**src/rtl/popcount_unit.sv**
```systemverilog
// popcount_unit: registered population counter built as a balanced binary
// adder tree. Optional extra register stages are placed between tree levels,
// starting nearest the output, so wide inputs can meet timing. Latency is
// 1 + PIPE_STAGES cycles with one independent result per cycle.
module popcount_unit #(
    parameter int DATA_IN_WIDTH  = 8,
    parameter int DATA_OUT_WIDTH = 4,
    parameter int PIPE_STAGES    = 0
) (
    input  logic                      clock,
    input  logic                      reset,
    input  logic [DATA_IN_WIDTH-1:0]  io_in,
    output logic [DATA_OUT_WIDTH-1:0] io_out
);

    // Number of adder levels between the single-bit leaves and the final sum.
    localparam int LEVELS = $clog2(DATA_IN_WIDTH);
    // Guarded divisor so the stage placement arithmetic never divides by zero.
    localparam int STAGE_DIV = (PIPE_STAGES > 0) ? PIPE_STAGES : 1;

    // Operand count at a given tree level: each level halves it, rounding up
    // because an odd leftover operand is carried through unchanged.
    function automatic int node_count(input int lvl);
        return (DATA_IN_WIDTH + (1 << lvl) - 1) >> lvl;
    endfunction

    // Extra stage k sits after level LEVELS-1-floor(k*LEVELS/PIPE_STAGES).
    // Stage 0 lands just below the output register and the rest step down the
    // tree at an even spacing; level 0 means the leaves themselves are held.
    function automatic bit stage_has_reg(input int lvl);
        bit hit;
        hit = 1'b0;
        for (int k = 0; k < PIPE_STAGES; k++) begin
            if (lvl < LEVELS && (LEVELS - 1 - (k * LEVELS) / STAGE_DIV) == lvl) begin
                hit = 1'b1;
            end
        end
        return hit;
    endfunction

    // Parameter sanity: refuse to elaborate a configuration that cannot hold
    // the full count or that asks for more stages than there are tree levels.
    if (DATA_IN_WIDTH < 1) begin : g_in_width_check
        $error("popcount_unit: DATA_IN_WIDTH must be at least 1");
    end
    if (DATA_OUT_WIDTH < $clog2(DATA_IN_WIDTH + 1)) begin : g_out_width_check
        $error("popcount_unit: DATA_OUT_WIDTH too small to hold DATA_IN_WIDTH");
    end
    if (PIPE_STAGES < 0 || PIPE_STAGES > LEVELS) begin : g_stage_check
        $error("popcount_unit: PIPE_STAGES must be within 0..clog2(DATA_IN_WIDTH)");
    end

    // Every node is carried at the full output width; the bits above the
    // natural width of a level simply stay zero, so no sum can overflow.
    for (genvar l = 0; l <= LEVELS; l++) begin : g_lvl
        localparam int CNT = node_count(l);
        logic [DATA_OUT_WIDTH-1:0] sum_v [CNT];
        logic [DATA_OUT_WIDTH-1:0] out_v [CNT];

        if (l == 0) begin : g_leaf
            for (genvar i = 0; i < CNT; i++) begin : g_node
                assign sum_v[i] = DATA_OUT_WIDTH'(io_in[i]);
            end
        end else begin : g_add
            localparam int PCNT = node_count(l - 1);
            for (genvar i = 0; i < CNT; i++) begin : g_node
                if (2 * i + 1 < PCNT) begin : g_pair
                    assign sum_v[i] = g_lvl[l-1].out_v[2*i] + g_lvl[l-1].out_v[2*i+1];
                end else begin : g_pass
                    assign sum_v[i] = g_lvl[l-1].out_v[2*i];
                end
            end
        end

        if (stage_has_reg(l)) begin : g_reg
            // Optional pipeline stage for this level, cleared with the output.
            always_ff @(posedge clock) begin
                for (int i = 0; i < CNT; i++) begin
                    if (reset) begin
                        out_v[i] <= '0;
                    end else begin
                        out_v[i] <= sum_v[i];
                    end
                end
            end
        end else begin : g_wire
            for (genvar i = 0; i < CNT; i++) begin : g_node
                assign out_v[i] = sum_v[i];
            end
        end
    end

    // Output register: always present, holds the root of the tree.
    always_ff @(posedge clock) begin
        if (reset) begin
            io_out <= '0;
        end else begin
            io_out <= g_lvl[LEVELS].out_v[0];
        end
    end

endmodule

```
**config.mk**
```make
export PLATFORM = sky130hd
export DESIGN_NAME = popcount_unit
export DESIGN_NICKNAME = d
export VERILOG_FILES = /design/src/rtl/popcount_unit.sv
export SDC_FILE = /design/constraint.sdc
export NUM_CORES = 1
export LEC_CHECK = 0
export CAP_MARGIN = 5
export CORE_AREA = 3 3 40 42
export DETAILED_ROUTE_END_ITERATION = 10
export DIE_AREA = 0 0 43 45
export SETUP_SLACK_MARGIN = 0.3
export SYNTH_ARGS = -nofsm -noshare
export SYNTH_HDL_FRONTEND = slang
export SYNTH_SLANG_ARGS = --single-unit
```
**constraint.sdc**
```tcl
create_clock -name clock -period 4 [get_ports clock]
set_clock_uncertainty 0.1 [all_clocks]
set_input_delay 0.4 -clock clock [delete_from_list [all_inputs] [get_ports clock]]
set_output_delay 0.4 -clock clock [all_outputs]
set_load 0.01 [all_outputs]
```
==> Word level (Yosys, flattened, before mapping) <==
Index checks and enable logic that the tools add are counted.
{ "word_totals": {"ff_bits": 4, "output_inout_bits": 4, "in_bits": 10, "word_cells": 8} }
{ "classes": {"addsub": 7} }
{ "ops": {"columns": ["cell", "count"], "rows": [
  ["1-bit by 1-bit adder with 2-bit output", 4],
  ["2-bit by 2-bit adder with 3-bit output", 2],
  ["3-bit by 3-bit adder with 4-bit output", 1]
]} }

==> Logic depth before layout (Yosys ltp) <==
{ "depth": {"ltp_word": 3, "ltp_mapped": 10, "depth_no_buf": 10} }

==> Worst setup path after synthesis <==
No wires, ideal clock.
{ "synth_timing": {"path_type": "input to register", "start": "input io_in[0]", "end": "register io_out[2]", "setup_slack_ns": 1.184, "path_stages": 10, "n_path_buf": 0, "setup_time_ns": 0.114, "arrival_ns": 2.602, "required_ns": 3.786, "cell_sequence": "inv_1 -> fa_1 -> fa_1 -> fa_1 -> inv_1 -> ha_1 -> inv_1 -> fa_1 -> xor2_1 -> nor2_1"} }
{ "synth_between": {"elab_chain_cells": 3} }
{ "synth_rtl": {"columns": ["item", "line", "source"], "rows": [
  ["start, declared", "12", "input logic [DATA_IN_WIDTH-1:0] io_in,"],
  ["1-bit by 1-bit adder with 2-bit output", "68", "assign sum_v[i] = g_lvl[l-1].out_v[2*i] + g_lvl[l-1].out_v[2*i+1];"],
  ["2-bit by 2-bit adder with 3-bit output", "68", null],
  ["3-bit by 3-bit adder with 4-bit output", "68", null],
  ["end signal, assigned", "98", "io_out <= g_lvl[LEVELS].out_v[0];"],
  ["end, declared", "13", "output logic [DATA_OUT_WIDTH-1:0] io_out"]
]} }
No other way between the ends.
A chain may end at the register's enable or synchronous reset.

==> Worst setup path after layout <==
Ends and elaborated chain as after synthesis.

==> impl_metrics.py <==
metrics = {
    "floorplanning": {
        "initial_utilization_pct": 22.3,
        "die-width_um": 43,
        "fp.dieArea_sq_mm": 0.00194,
        "die_y_um": 45,
        "fp-row-count": 13,
        "coreArea_sq_mm": 0.00128,
        "io_pins": 14,
    },
    "synth": {
        "syn-num-nets": 47,
        "synth_cells": 30,
        "yosys_warnings": 0,
        "synth_ff_type": "dfxtp_1",
        "synthArstFlopShare_pct": 0,
        "yosys-top-cells-count": "inv_1, dfxtp_1, fa_1",
        "syn_avg_cell_area_sq_um": 9.55,
        "synth.cell_area_sq_um": 287,
        "yosysMostFrequentCell": "inv_1",
        "ys_types": 9,
        "yosysSeqAreaShare_pct": 27.9,
        "synth_top_area_cell": "dfxtp_1",
        "yosys-top-cells-area": "dfxtp_1, fa_1, inv_1",
        "synth_top_area_share_pct": 27.9,
        "ys_ff_latch": 4,
        "synth_edf_count": 0,
    },
    "hold_path": {
        "hold_path_depth": 2,
        "holdPathEnd": "io_out[1]",
        "holdCritStartpoint": "reset",
        "hp-class": "in2reg",
    },
    "cts": {
        "clk_pin_slew_ns": 0.04,
        "cts_setup_buffers": 0,
        "cts_tree": "done",
        "cts_max_path_buffers": 2,
        "cts-buffers-inserted": 3,
        "cts_resized": 0,
        "cts_max_level": 1,
        "clock-sinks": 4,
        "postCtsHoldBufs": 0,
        "cts_root_buf": "clkbuf_4",
    },
    "setup_path": {
        "critPathSlowestCell": "fa_1",
        "critical_path.cell_chain": "clkdlybuf4s50_1 > inv_1 > fa_1 > fa_1 > fa_1 > inv_1 > ha_1 > inv_1 > fa_1 > xor2_1 > nor2_1",
        "critical_path_buf_inv_count": 4,
        "crit_fanout": 2,
        "slowest_delay_ns": 0.54,
        "critical_path.top_delay_family": "adder cells",
        "crit_path_frequent_cell": "fa_1",
        "crit_type": "in2reg",
        "start_kind": "primary input",
        "cp.required_ns": 4.02,
        "crit_path_start": "io_in[0]",
        "cp-end-kind": "flop",
        "worstPathArrival_ns": 3.12,
    },
    "outcome": {
        "status": "finished clean",
    },
    "grt": {
        "antenna_found_initial": 0,
        "grt_max_degree": 5,
        "grt_pass1_vias": 235,
        "grt_first_pass_wirelength_um": 841,
        "globalRouteTotalUtil_pct": 5.93,
        "grt_overflow_total": 0,
    },
    "power_and_ir_drop": {
        "p_per_area_mw_per_mm2": 374,
        "leakage_nw": 0.229,
        "vdd_drop_max_mv": 0.0956,
    },
    "place": {
        "io_buffers": 13,
        "dp_cells": 58,
        "place_congestion": 0.581,
        "hpwl_um": 407,
    },
    "timing": {
        "timing.final.max_slew_violations": 0,
        "final-setup-viol-count": 0,
        "period_minus_slack_ns": 3.11,
        "setup-tns-final_ns": 0,
        "tightest_slew_ns": 0.153,
        "timing_hold_violations_final": 0,
        "fmax_ghz": 0.322,
        "max-slew-margin-rel_pct": 89.7,
        "hold_ws_ns": 0.683,
        "rsz0062_at_grt": "no",
        "finalCritPeriodShare_pct": 77.7,
    },
    "cells_and_area": {
        "area_delta_synth_final_pct": 59.8,
        "nFillCells": 146,
        "diodes": 0,
        "top_regs": "io_out: 4 flops",
        "regArea_sq_um": 80.1,
        "top_register": "io_out",
        "drive_above_1_share_pct": 8.70,
        "final_nets": 65,
        "multi_input_area_sq_um": 158,
        "largest_reg_flops": 4,
        "finalNonFillerCells": 61,
    },
    "detailed_routing": {
        "firstDrtPassIters": 1,
        "vias": 225,
        "post_drt_wl_per_cell_um": 7.10,
        "drc": 0,
        "ant_nets": 0,
        "wl_um": 433,
        "drtIter0Drc": 0,
        "vias_per_cell": 3.69,
    },
    "job": {
        "drv_cap": 0,
    },
}
through the flow:
step	setup WS [ns]	cell area [sq um]	utilization, %	power [W]
final	0.892	458	35.6	0.000171
after detailed placement	0.634	435	33.9	0.000127
after floorplan	1.18	287	-	0.0000930
after global placement	0.633	435	33.9	0.000125
after CTS	0.873	458	35.6	0.000178
after global routing	0.705	458	35.6	0.000193
layer usage:
metal  GRT usage [%]  vias to the layer above  wire [um]
met4            3.61                        0          0
met5               0                        -          0
met1            6.08                      105        173
met2            9.88                        5        238
met3            2.79                        0         21
li1                -                      115          -
placed cells by master (no fill, tap or decap):
master / instances
ha_1: 3
a21oi_1: 1
dfxtp_1: 4
xor2_1: 1
clkdlybuf4s50_1: 13
nor2_1: 2
nor2b_1: 1
nor3b_2: 1
inv_1: 13
fa_1: 4
clkbuf_4: 3
worst max path at each step:
stage | end | slack (ns) | cells after the start
6_report | io_out[2] | 0.89 | 11
5_1_grt | io_out[2] | 0.71 | 11
4_1_cts | io_out[2] | 0.87 | 11
3_5_place_dp | io_out[2] | 0.63 | 11
3_3_place_gp | io_out[2] | 0.63 | 11
2_1_floorplan | io_out[2] | 1.18 | 10
report_power, final:
| group | switching (W) | total, W | internal, W |
|---|---|---|---|
| Sequential | 0.00000195 | 0.0000508 | 0.0000489 |
| Combinational | 0.0000305 | 0.0000723 | 0.0000418 |
| Clock | 0.0000148 | 0.0000482 | 0.0000334 |
kinds of logic (layout without fill, tap and decap cells):
logic type | count (synthesis) | after routing | share of synthesized area [%]
compound gates | 1 | 1 | 1.75
xor+xnor | 1 | 1 | 3.06
fa+ha+maj | 7 | 7 | 41.1
buf+inv | 13 | 29 | 17.0
flops | 4 | 4 | 27.9
simple gates | 4 | 4 | 9.17
cell type report:
cell class                 count  area share (%)
inverter                      13            10.7
tap                           15            4.10
sequential                     4            17.5
timing repair buffer          13            28.4
clock buffer                   3            4.92
multi-input combinational     13            34.4
(Power assumes the default switching activity.)
